`config.mk`:
```
export PLATFORM = sky130hd
export DESIGN_NAME = field_dispatch_flat
export DESIGN_NICKNAME = d
export VERILOG_FILES = /design/src/rtl/field_dispatch_pkg.sv /design/src/rtl/field_dispatch_if.sv /design/src/rtl/field_dispatch_credit_counter.sv /design/src/rtl/field_dispatch.sv /design/src/flat_wrapper.sv
export SDC_FILE = /design/constraint.sdc
export NUM_CORES = 1
export LEC_CHECK = 0
export CORE_MARGIN = 10
export CORE_UTILIZATION = 51
export CTS_CLUSTER_SIZE = 30
export DETAILED_ROUTE_END_ITERATION = 10
export PLACE_DENSITY = 0.9
export SLEW_MARGIN = 20
export SYNTH_ARGS = -nofsm -noshare
export SYNTH_HDL_FRONTEND = slang
export SYNTH_SLANG_ARGS = --single-unit
export TNS_END_PERCENT = 10
```
`constraint.sdc`:
```
create_clock -name clk -period 3.3 [get_ports clk]
set_clock_uncertainty 0.15 [all_clocks]
set_input_delay 0.33 -clock clk [delete_from_list [all_inputs] [get_ports clk]]
set_output_delay 0.33 -clock clk [all_outputs]
set_load 0.02 [all_outputs]
```
`src/rtl/field_dispatch_pkg.sv`:
```
// Shared types and constants for the protobuf field dispatcher: wire types,
// FSM encodings and the lane classification rule.
package field_dispatch_pkg;

    localparam int IDX_W                = 10;
    localparam int DEFAULT_MAX_INFLIGHT = 512;
    localparam int DEFAULT_CNT_W        = 11;

    localparam logic [2:0] WT_VARINT = 3'd0;
    localparam logic [2:0] WT_FIX64  = 3'd1;
    localparam logic [2:0] WT_LEN    = 3'd2;
    localparam logic [2:0] WT_SGRP   = 3'd3;
    localparam logic [2:0] WT_EGRP   = 3'd4;
    localparam logic [2:0] WT_FIX32  = 3'd5;

    typedef enum logic [4:0] {
        INIT    = 5'b00001,
        WAIT    = 5'b00010,
        V_ISSUE = 5'b00100,
        R_ISSUE = 5'b01000,
        DROP    = 5'b10000
    } state_e;

    typedef enum logic [1:0] {
        LANE_VARINT = 2'd0,
        LANE_RAW    = 2'd1,
        LANE_UNSUP  = 2'd2
    } lane_e;

    // Group markers (SGRP/EGRP) and the reserved codes 6/7 fall into LANE_UNSUP.
    function automatic lane_e classifyWireType(input logic [2:0] wt);
        case (wt)
            WT_VARINT:                 return LANE_VARINT;
            WT_FIX64, WT_LEN, WT_FIX32: return LANE_RAW;
            default:                   return LANE_UNSUP;
        endcase
    endfunction

endpackage

```
`src/rtl/field_dispatch_if.sv`:
```
// Bundle of the descriptor FIFO, lane FIFO and merge-stage signals around the
// dispatcher. The master modport is the dispatcher itself.
interface field_dispatch_if;

    logic                                  in_fifo_empty;
    logic [2:0]                            in_fifo_q;
    logic                                  in_fifo_pop;
    logic                                  varint_fifo_full;
    logic                                  varint_fifo_clr;
    logic                                  varint_fifo_push;
    logic [field_dispatch_pkg::IDX_W-1:0]  varint_fifo_index;
    logic                                  raw_fifo_full;
    logic                                  raw_fifo_clr;
    logic                                  raw_fifo_push;
    logic [field_dispatch_pkg::IDX_W-1:0]  raw_fifo_index;
    logic                                  retire;
    logic                                  busy;
    logic                                  err;

    modport master (
        input  in_fifo_empty, in_fifo_q, varint_fifo_full, raw_fifo_full, retire,
        output in_fifo_pop, varint_fifo_clr, varint_fifo_push, varint_fifo_index,
               raw_fifo_clr, raw_fifo_push, raw_fifo_index, busy, err
    );

    modport slave (
        output in_fifo_empty, in_fifo_q, varint_fifo_full, raw_fifo_full, retire,
        input  in_fifo_pop, varint_fifo_clr, varint_fifo_push, varint_fifo_index,
               raw_fifo_clr, raw_fifo_push, raw_fifo_index, busy, err
    );

endinterface

```
`src/rtl/field_dispatch_credit_counter.sv`:
```
// Up/down in-flight record counter: issue adds a credit use, retire returns one.
// A retire with nothing outstanding is ignored and reported as underflow.
module credit_counter #(
    parameter int MAX_COUNT = 512,
    parameter int CNT_W     = 11
) (
    input  logic clk,
    input  logic reset,
    input  logic clear_i,
    input  logic issue_i,
    input  logic retire_i,
    output logic at_max_o,
    output logic nonzero_o,
    output logic underflow_o
);

    localparam logic [CNT_W-1:0] MaxCount = CNT_W'(MAX_COUNT);

    logic [CNT_W-1:0] count_q;
    logic [CNT_W-1:0] count_d;
    logic             retireOk;

    assign retireOk = retire_i && (count_q != '0);

    always_comb begin
        count_d = count_q;
        if (clear_i) begin
            count_d = '0;
        end else if (issue_i && !retireOk && (count_q != MaxCount)) begin
            count_d = count_q + CNT_W'(1);
        end else if (!issue_i && retireOk) begin
            count_d = count_q - CNT_W'(1);
        end
    end

    always_ff @(posedge clk) begin
        if (reset) begin
            count_q <= '0;
        end else begin
            count_q <= count_d;
        end
    end

    assign at_max_o    = (count_q == MaxCount);
    assign nonzero_o   = (count_q != '0);
    assign underflow_o = retire_i && (count_q == '0) && !clear_i;

endmodule

```
`src/rtl/field_dispatch.sv`:
```
// Field dispatcher: pops wire-typed descriptors in strict order and steers them
// to the varint or raw lane with a wrapping index, bounded by in-flight credits.
module field_dispatch
    import field_dispatch_pkg::*;
#(
    parameter int MAX_INFLIGHT = DEFAULT_MAX_INFLIGHT,
    parameter int CNT_W        = DEFAULT_CNT_W
) (
    input  logic          clk,
    input  logic          reset,
    field_dispatch_if.master bus
);

    state_e             state_q;
    state_e             state_d;
    logic [IDX_W-1:0]   idx_q;
    logic [IDX_W-1:0]   idx_d;
    logic               err_q;
    logic               err_d;

    logic               vClr;
    logic               rClr;
    logic               vPush;
    logic               rPush;
    logic               pop;
    logic               atMax;
    logic               nonzero;
    logic               underflow;
    lane_e              headLane;

    assign headLane = classifyWireType(bus.in_fifo_q);

    credit_counter #(
        .MAX_COUNT (MAX_INFLIGHT),
        .CNT_W     (CNT_W)
    ) u_credit (
        .clk         (clk),
        .reset       (reset),
        .clear_i     (state_q == INIT),
        .issue_i     (vPush | rPush),
        .retire_i    (bus.retire),
        .at_max_o    (atMax),
        .nonzero_o   (nonzero),
        .underflow_o (underflow)
    );

    // Unsupported heads are dropped without needing a credit; supported heads
    // wait for both a credit and room in their own lane, never bypassing.
    always_comb begin
        state_d = state_q;
        idx_d   = idx_q;
        err_d   = err_q | underflow;
        vClr    = 1'b0;
        rClr    = 1'b0;
        vPush   = 1'b0;
        rPush   = 1'b0;
        pop     = 1'b0;
        case (state_q)
            INIT: begin
                vClr    = 1'b1;
                rClr    = 1'b1;
                idx_d   = '0;
                state_d = WAIT;
            end
            WAIT: begin
                if (!bus.in_fifo_empty) begin
                    if (headLane == LANE_UNSUP) begin
                        state_d = DROP;
                    end else if (!atMax) begin
                        if (headLane == LANE_VARINT && !bus.varint_fifo_full) begin
                            state_d = V_ISSUE;
                        end else if (headLane == LANE_RAW && !bus.raw_fifo_full) begin
                            state_d = R_ISSUE;
                        end
                    end
                end
            end
            V_ISSUE: begin
                vPush   = 1'b1;
                pop     = 1'b1;
                idx_d   = idx_q + IDX_W'(1);
                state_d = WAIT;
            end
            R_ISSUE: begin
                rPush   = 1'b1;
                pop     = 1'b1;
                idx_d   = idx_q + IDX_W'(1);
                state_d = WAIT;
            end
            DROP: begin
                pop     = 1'b1;
                err_d   = 1'b1;
                state_d = WAIT;
            end
            default: begin
                state_d = INIT;
            end
        endcase
    end

    always_ff @(posedge clk) begin
        if (reset) begin
            state_q <= INIT;
            idx_q   <= '0;
            err_q   <= 1'b0;
        end else begin
            state_q <= state_d;
            idx_q   <= idx_d;
            err_q   <= err_d;
        end
    end

    assign bus.in_fifo_pop       = pop;
    assign bus.varint_fifo_clr   = vClr;
    assign bus.varint_fifo_push  = vPush;
    assign bus.varint_fifo_index = idx_q;
    assign bus.raw_fifo_clr      = rClr;
    assign bus.raw_fifo_push     = rPush;
    assign bus.raw_fifo_index    = idx_q;
    assign bus.busy              = nonzero;
    assign bus.err               = err_q;

endmodule

```
`src/flat_wrapper.sv`:
```
// flat-port wrapper written by rule: the top's interface ports become plain ports
module field_dispatch_flat import field_dispatch_pkg::*;
#(
    parameter int MAX_INFLIGHT = DEFAULT_MAX_INFLIGHT,
    parameter int CNT_W        = DEFAULT_CNT_W
)
  (clk, reset, bus_in_fifo_empty, bus_in_fifo_q, bus_varint_fifo_full, bus_raw_fifo_full, bus_retire, bus_in_fifo_pop, bus_varint_fifo_clr, bus_varint_fifo_push, bus_varint_fifo_index, bus_raw_fifo_clr, bus_raw_fifo_push, bus_raw_fifo_index, bus_busy, bus_err);
  field_dispatch_if bus_i ();
  input  logic clk;
  input  logic reset;
  input wire logic [$bits(bus_i.in_fifo_empty)-1:0] bus_in_fifo_empty;
  input wire logic [$bits(bus_i.in_fifo_q)-1:0] bus_in_fifo_q;
  input wire logic [$bits(bus_i.varint_fifo_full)-1:0] bus_varint_fifo_full;
  input wire logic [$bits(bus_i.raw_fifo_full)-1:0] bus_raw_fifo_full;
  input wire logic [$bits(bus_i.retire)-1:0] bus_retire;
  output wire logic [$bits(bus_i.in_fifo_pop)-1:0] bus_in_fifo_pop;
  output wire logic [$bits(bus_i.varint_fifo_clr)-1:0] bus_varint_fifo_clr;
  output wire logic [$bits(bus_i.varint_fifo_push)-1:0] bus_varint_fifo_push;
  output wire logic [$bits(bus_i.varint_fifo_index)-1:0] bus_varint_fifo_index;
  output wire logic [$bits(bus_i.raw_fifo_clr)-1:0] bus_raw_fifo_clr;
  output wire logic [$bits(bus_i.raw_fifo_push)-1:0] bus_raw_fifo_push;
  output wire logic [$bits(bus_i.raw_fifo_index)-1:0] bus_raw_fifo_index;
  output wire logic [$bits(bus_i.busy)-1:0] bus_busy;
  output wire logic [$bits(bus_i.err)-1:0] bus_err;
  assign bus_i.in_fifo_empty = bus_in_fifo_empty;
  assign bus_i.in_fifo_q = bus_in_fifo_q;
  assign bus_i.varint_fifo_full = bus_varint_fifo_full;
  assign bus_i.raw_fifo_full = bus_raw_fifo_full;
  assign bus_i.retire = bus_retire;
  assign bus_in_fifo_pop = bus_i.in_fifo_pop;
  assign bus_varint_fifo_clr = bus_i.varint_fifo_clr;
  assign bus_varint_fifo_push = bus_i.varint_fifo_push;
  assign bus_varint_fifo_index = bus_i.varint_fifo_index;
  assign bus_raw_fifo_clr = bus_i.raw_fifo_clr;
  assign bus_raw_fifo_push = bus_i.raw_fifo_push;
  assign bus_raw_fifo_index = bus_i.raw_fifo_index;
  assign bus_busy = bus_i.busy;
  assign bus_err = bus_i.err;
  field_dispatch #(.MAX_INFLIGHT(MAX_INFLIGHT), .CNT_W(CNT_W)) u_core (.clk(clk), .reset(reset), .bus(bus_i));
endmodule
```
==> summary.md <==
| Metric | Value |
|---|---|
| Max-cap viol count | `0` |
| Routed wire length | `4.17 mm` |
| Most common cell after layout, fill and taps aside | `nor2_1` |
| First-pass GRT wire length | `7.40 mm` |
| Clock Power Share | `6.2%` |
| Yosys cell types | `46` |
| Synth area leader | `dfxtp_1` |
| Hold-fix buffers at CTS | `0` |
| Clock latency on the worst-skew pair | `0.32 ns` |
| Post-synth top area share | `30.7%` |
| Crit share post-route | `94.4%` |
| # Post-CTS Setup Buffers | `0` |
| Maximum root-to-sink buffer count | `2` |
| Die W | `78.8 um` |
| Power density over the cells | `1040 nW/um^2` |
| Initial Util | `52.8%` |
| Drt pass-1 iters | `4` |
| Remaining global-route overflow | `0` |
| Syn_nets | `235` |
| Root buffer cell | `clkbuf_4` |
| R2R Path Start | `u_core.u_credit.count_q[5]` |
| Gr usage total | `13.7%` |
| Share of total power in combinational logic | `73.0%` |
| R2r endpoint | `u_core.u_credit.count_q[10]` |
| Hold wc startpoint | `u_core.bus.err` |
| Vias | `1674` |
| Req. time, crit path | `3.38 ns` |
| Setup TNS | `0 ns` |
| Mapped Area | `1760 um^2` |
| Hold Path Class | `register to register` |
| Min-Delay Path Depth | `2` |
| Avg Cell Area, Syn | `8.23 um^2` |
| Top-level I/O count | `36` |
| Vias per cell | `5.69` |
| CTS tree | `done` |
| Setup CP Type | `register to register` |
| Die area | `6200 um^2` |
| Sw Ratio | `46.9%` |
| Critical path endpoint category | `register` |
| Remaining DRCs | `0` |
| Routed len/inst | `14.2 um` |
| # diodes | `0` |
| Row cnt | `21` |
| Fin nets | `270` |
| DIE HEIGHT | `78.8 um` |
| Worst-case reg-to-reg path depth | `12` |
| Worst-margin pin slew | `0.673 ns` |
| Post-CTS sizing | `0` |
| Count of final hold-check violations | `0` |
| CTS Buf Count | `3` |
| Startpoint types | `register` |
| Area contributors post-synth | `dfxtp_1 31%, ha_1 7.8%, nor2_1 7.7%` |
| Worst Path Arrival | `3.19 ns` |
| Psw | `1.06 mW` |
| Initial antenna violation count | `0` |
| Initial DRC Count | `111` |
| Synth Instances | `214` |
| CORE AREA | `3340 um^2` |
| Most frequent cells in the layout | `36 x nor2_1, 35 x clkdlybuf4s50_1, 27 x dfxtp_1, 13 x nand3_1, 13 x a21oi_1` |
| Antenna Nets Post-Route | `0` |
| IO buf count | `35` |
| Max FO, Critical Path | `16` |
| Max VDD drop | `722 uV` |
| FF+latch count, synth | `27` |
| Final Slew Violations | `0` |
| Slew HR | `55.2%` |
| Max Freq | `321 MHz` |
| Fin crit period | `3.12 ns` |
| # setup viols final | `0` |
| Seq pwr share | `20.8%` |
| Post-synth EDFFs | `0` |
| Vias in the first global route | `1702` |
| DP HPWL | `3.39 mm` |
| Seq/Total Area, Yosys | `30.7%` |
| Worst Hold Path EP | `u_core.bus.err` |
| Largest net degree at the start of global routing | `17` |
| Fin util | `65.1%` |
| Layout cells sized above 1 | `10.1%` |
| Ys async rst share | `0%` |
| Leakage | `0.824 nW` |
| Synth warn | `0` |
| Clock Sinks | `27` |
| Internal power | `1.20 mW` |
| Register clock-pin slew on the reported worst setup and hold paths | `0.15 ns` |
| Reg-to-reg setup timing slack | `0.18 ns` |
| Status | `completed` |
| # H-tree levels | `1` |
| Area grow syn2layout | `23.4%` |
| Final Wtd Congestion | `0.849` |
| Most used DFF post-synth | `dfxtp_1` |
[metal layers]
layer	wire length, um	global-route usage, %	up-vias
li1	-	-	840
met1	1790	15.1	786
met2	2090	25.3	44
met3	267	3.60	4
met4	23	3.58	0
met5	0	0	-
[worst max-delay path: stages, from the launching register on]
cell and delay (ns):
dfxtp_1 0.36, nor4_1 0.29, buf_4 0.17, and4b_1 0.26
o21ai_2 0.07, buf_4 0.21, ha_1 0.37, nand4_1 0.16
a311oi_2 0.31, o22ai_1 0.14, xnor2_1 0.19, a211oi_1 0.10
a31o_2 0.24
[power groups by stage]
stage	Sequential (mW)	Clock, mW	Combinational, mW
after floorplan	0.463	0	1.19
after global placement	0.474	0	1.56
after detailed placement	0.478	0	1.60
after CTS	0.470	0.144	1.62
after global routing	0.480	0.157	1.86
final	0.470	0.141	1.65
[kinds of logic after synthesis]
| kind of cell | synth area share, % |
|---|---|
| compound gates | 18.5 |
| xor+xnor | 4.48 |
| fa+ha+maj | 8.96 |
| buf+inv | 8.10 |
| flops | 30.7 |
| mux | 4.12 |
| simple gates | 25.1 |
[state kept, by name (all words and copies together) (netlist names)]
register	flops
u_core.u_credit.count_q	11
u_core.bus.raw_fifo_index	10
u_core.state_q	5
u_core.bus.err	1
[worst max-delay path by stage]
stage / from / endpoint / slack, ns / cells past startpoint
6_report: u_core.u_credit.count_q[5] / u_core.u_credit.count_q[10] / 0.18 / 12
5_1_grt: u_core.u_credit.count_q[5] / u_core.u_credit.count_q[10] / -0.03 / 12
4_1_cts: u_core.u_credit.count_q[5] / u_core.u_credit.count_q[10] / 0.16 / 12
3_5_place_dp: u_core.u_credit.count_q[5] / u_core.u_credit.count_q[10] / 0.18 / 12
3_3_place_gp: u_core.u_credit.count_q[5] / u_core.u_credit.count_q[10] / 0.32 / 12
2_1_floorplan: u_core.state_q[0] / u_core.u_credit.count_q[10] / 0.33 / 10
[area by class of cell]
class | count | area, um^2
fillers | 282 | 1160
multi-input cells | 164 | 1090
flip-flops and latches | 27 | 541
repair buffers | 46 | 433
well taps | 46 | 57.6
inverters | 7 | 26.3
clock buffers | 3 | 22.5
clock inverters | 1 | 5.00
[Yosys cell counts, types with 2 or more instances]
cell	n
nor2_1	36
dfxtp_1	27
a21oi_1	14
nand3_1	13
buf_4	11
ha_1	11
nand2_1	9
o21ai_0	9
xnor2_1	8
a211oi_1	7
inv_1	7
mux2i_1	5
a31oi_1	4
nand3b_1	4
and3_1	3
clkbuf_1	3
nand4_1	3
a21o_1	2
a22oi_1	2
a311oi_1	2
buf_6	2
mux2_1	2
nor3_1	2
nor4_1	2
nor4b_1	2
o21bai_1	2
o31ai_1	2
or3_1	2
[metrics by stage]
step / setup slack, ns / instance area (um^2) / instances / total power, mW / hold WS, ns
2_1_floorplan: 0.328 / 1760 / 214 / 1.65 / 0.273
3_5_place_dp: 0.179 / 2130 / 290 / 2.08 / 0.308
3_3_place_gp: 0.324 / 2130 / 290 / 2.04 / 0.303
6_report: 0.185 / 2170 / 294 / 2.26 / 0.325
4_1_cts: 0.157 / 2160 / 294 / 2.23 / 0.328
5_1_grt: -0.0315 / 2170 / 294 / 2.50 / 0.364
(Power assumes the default switching activity.)
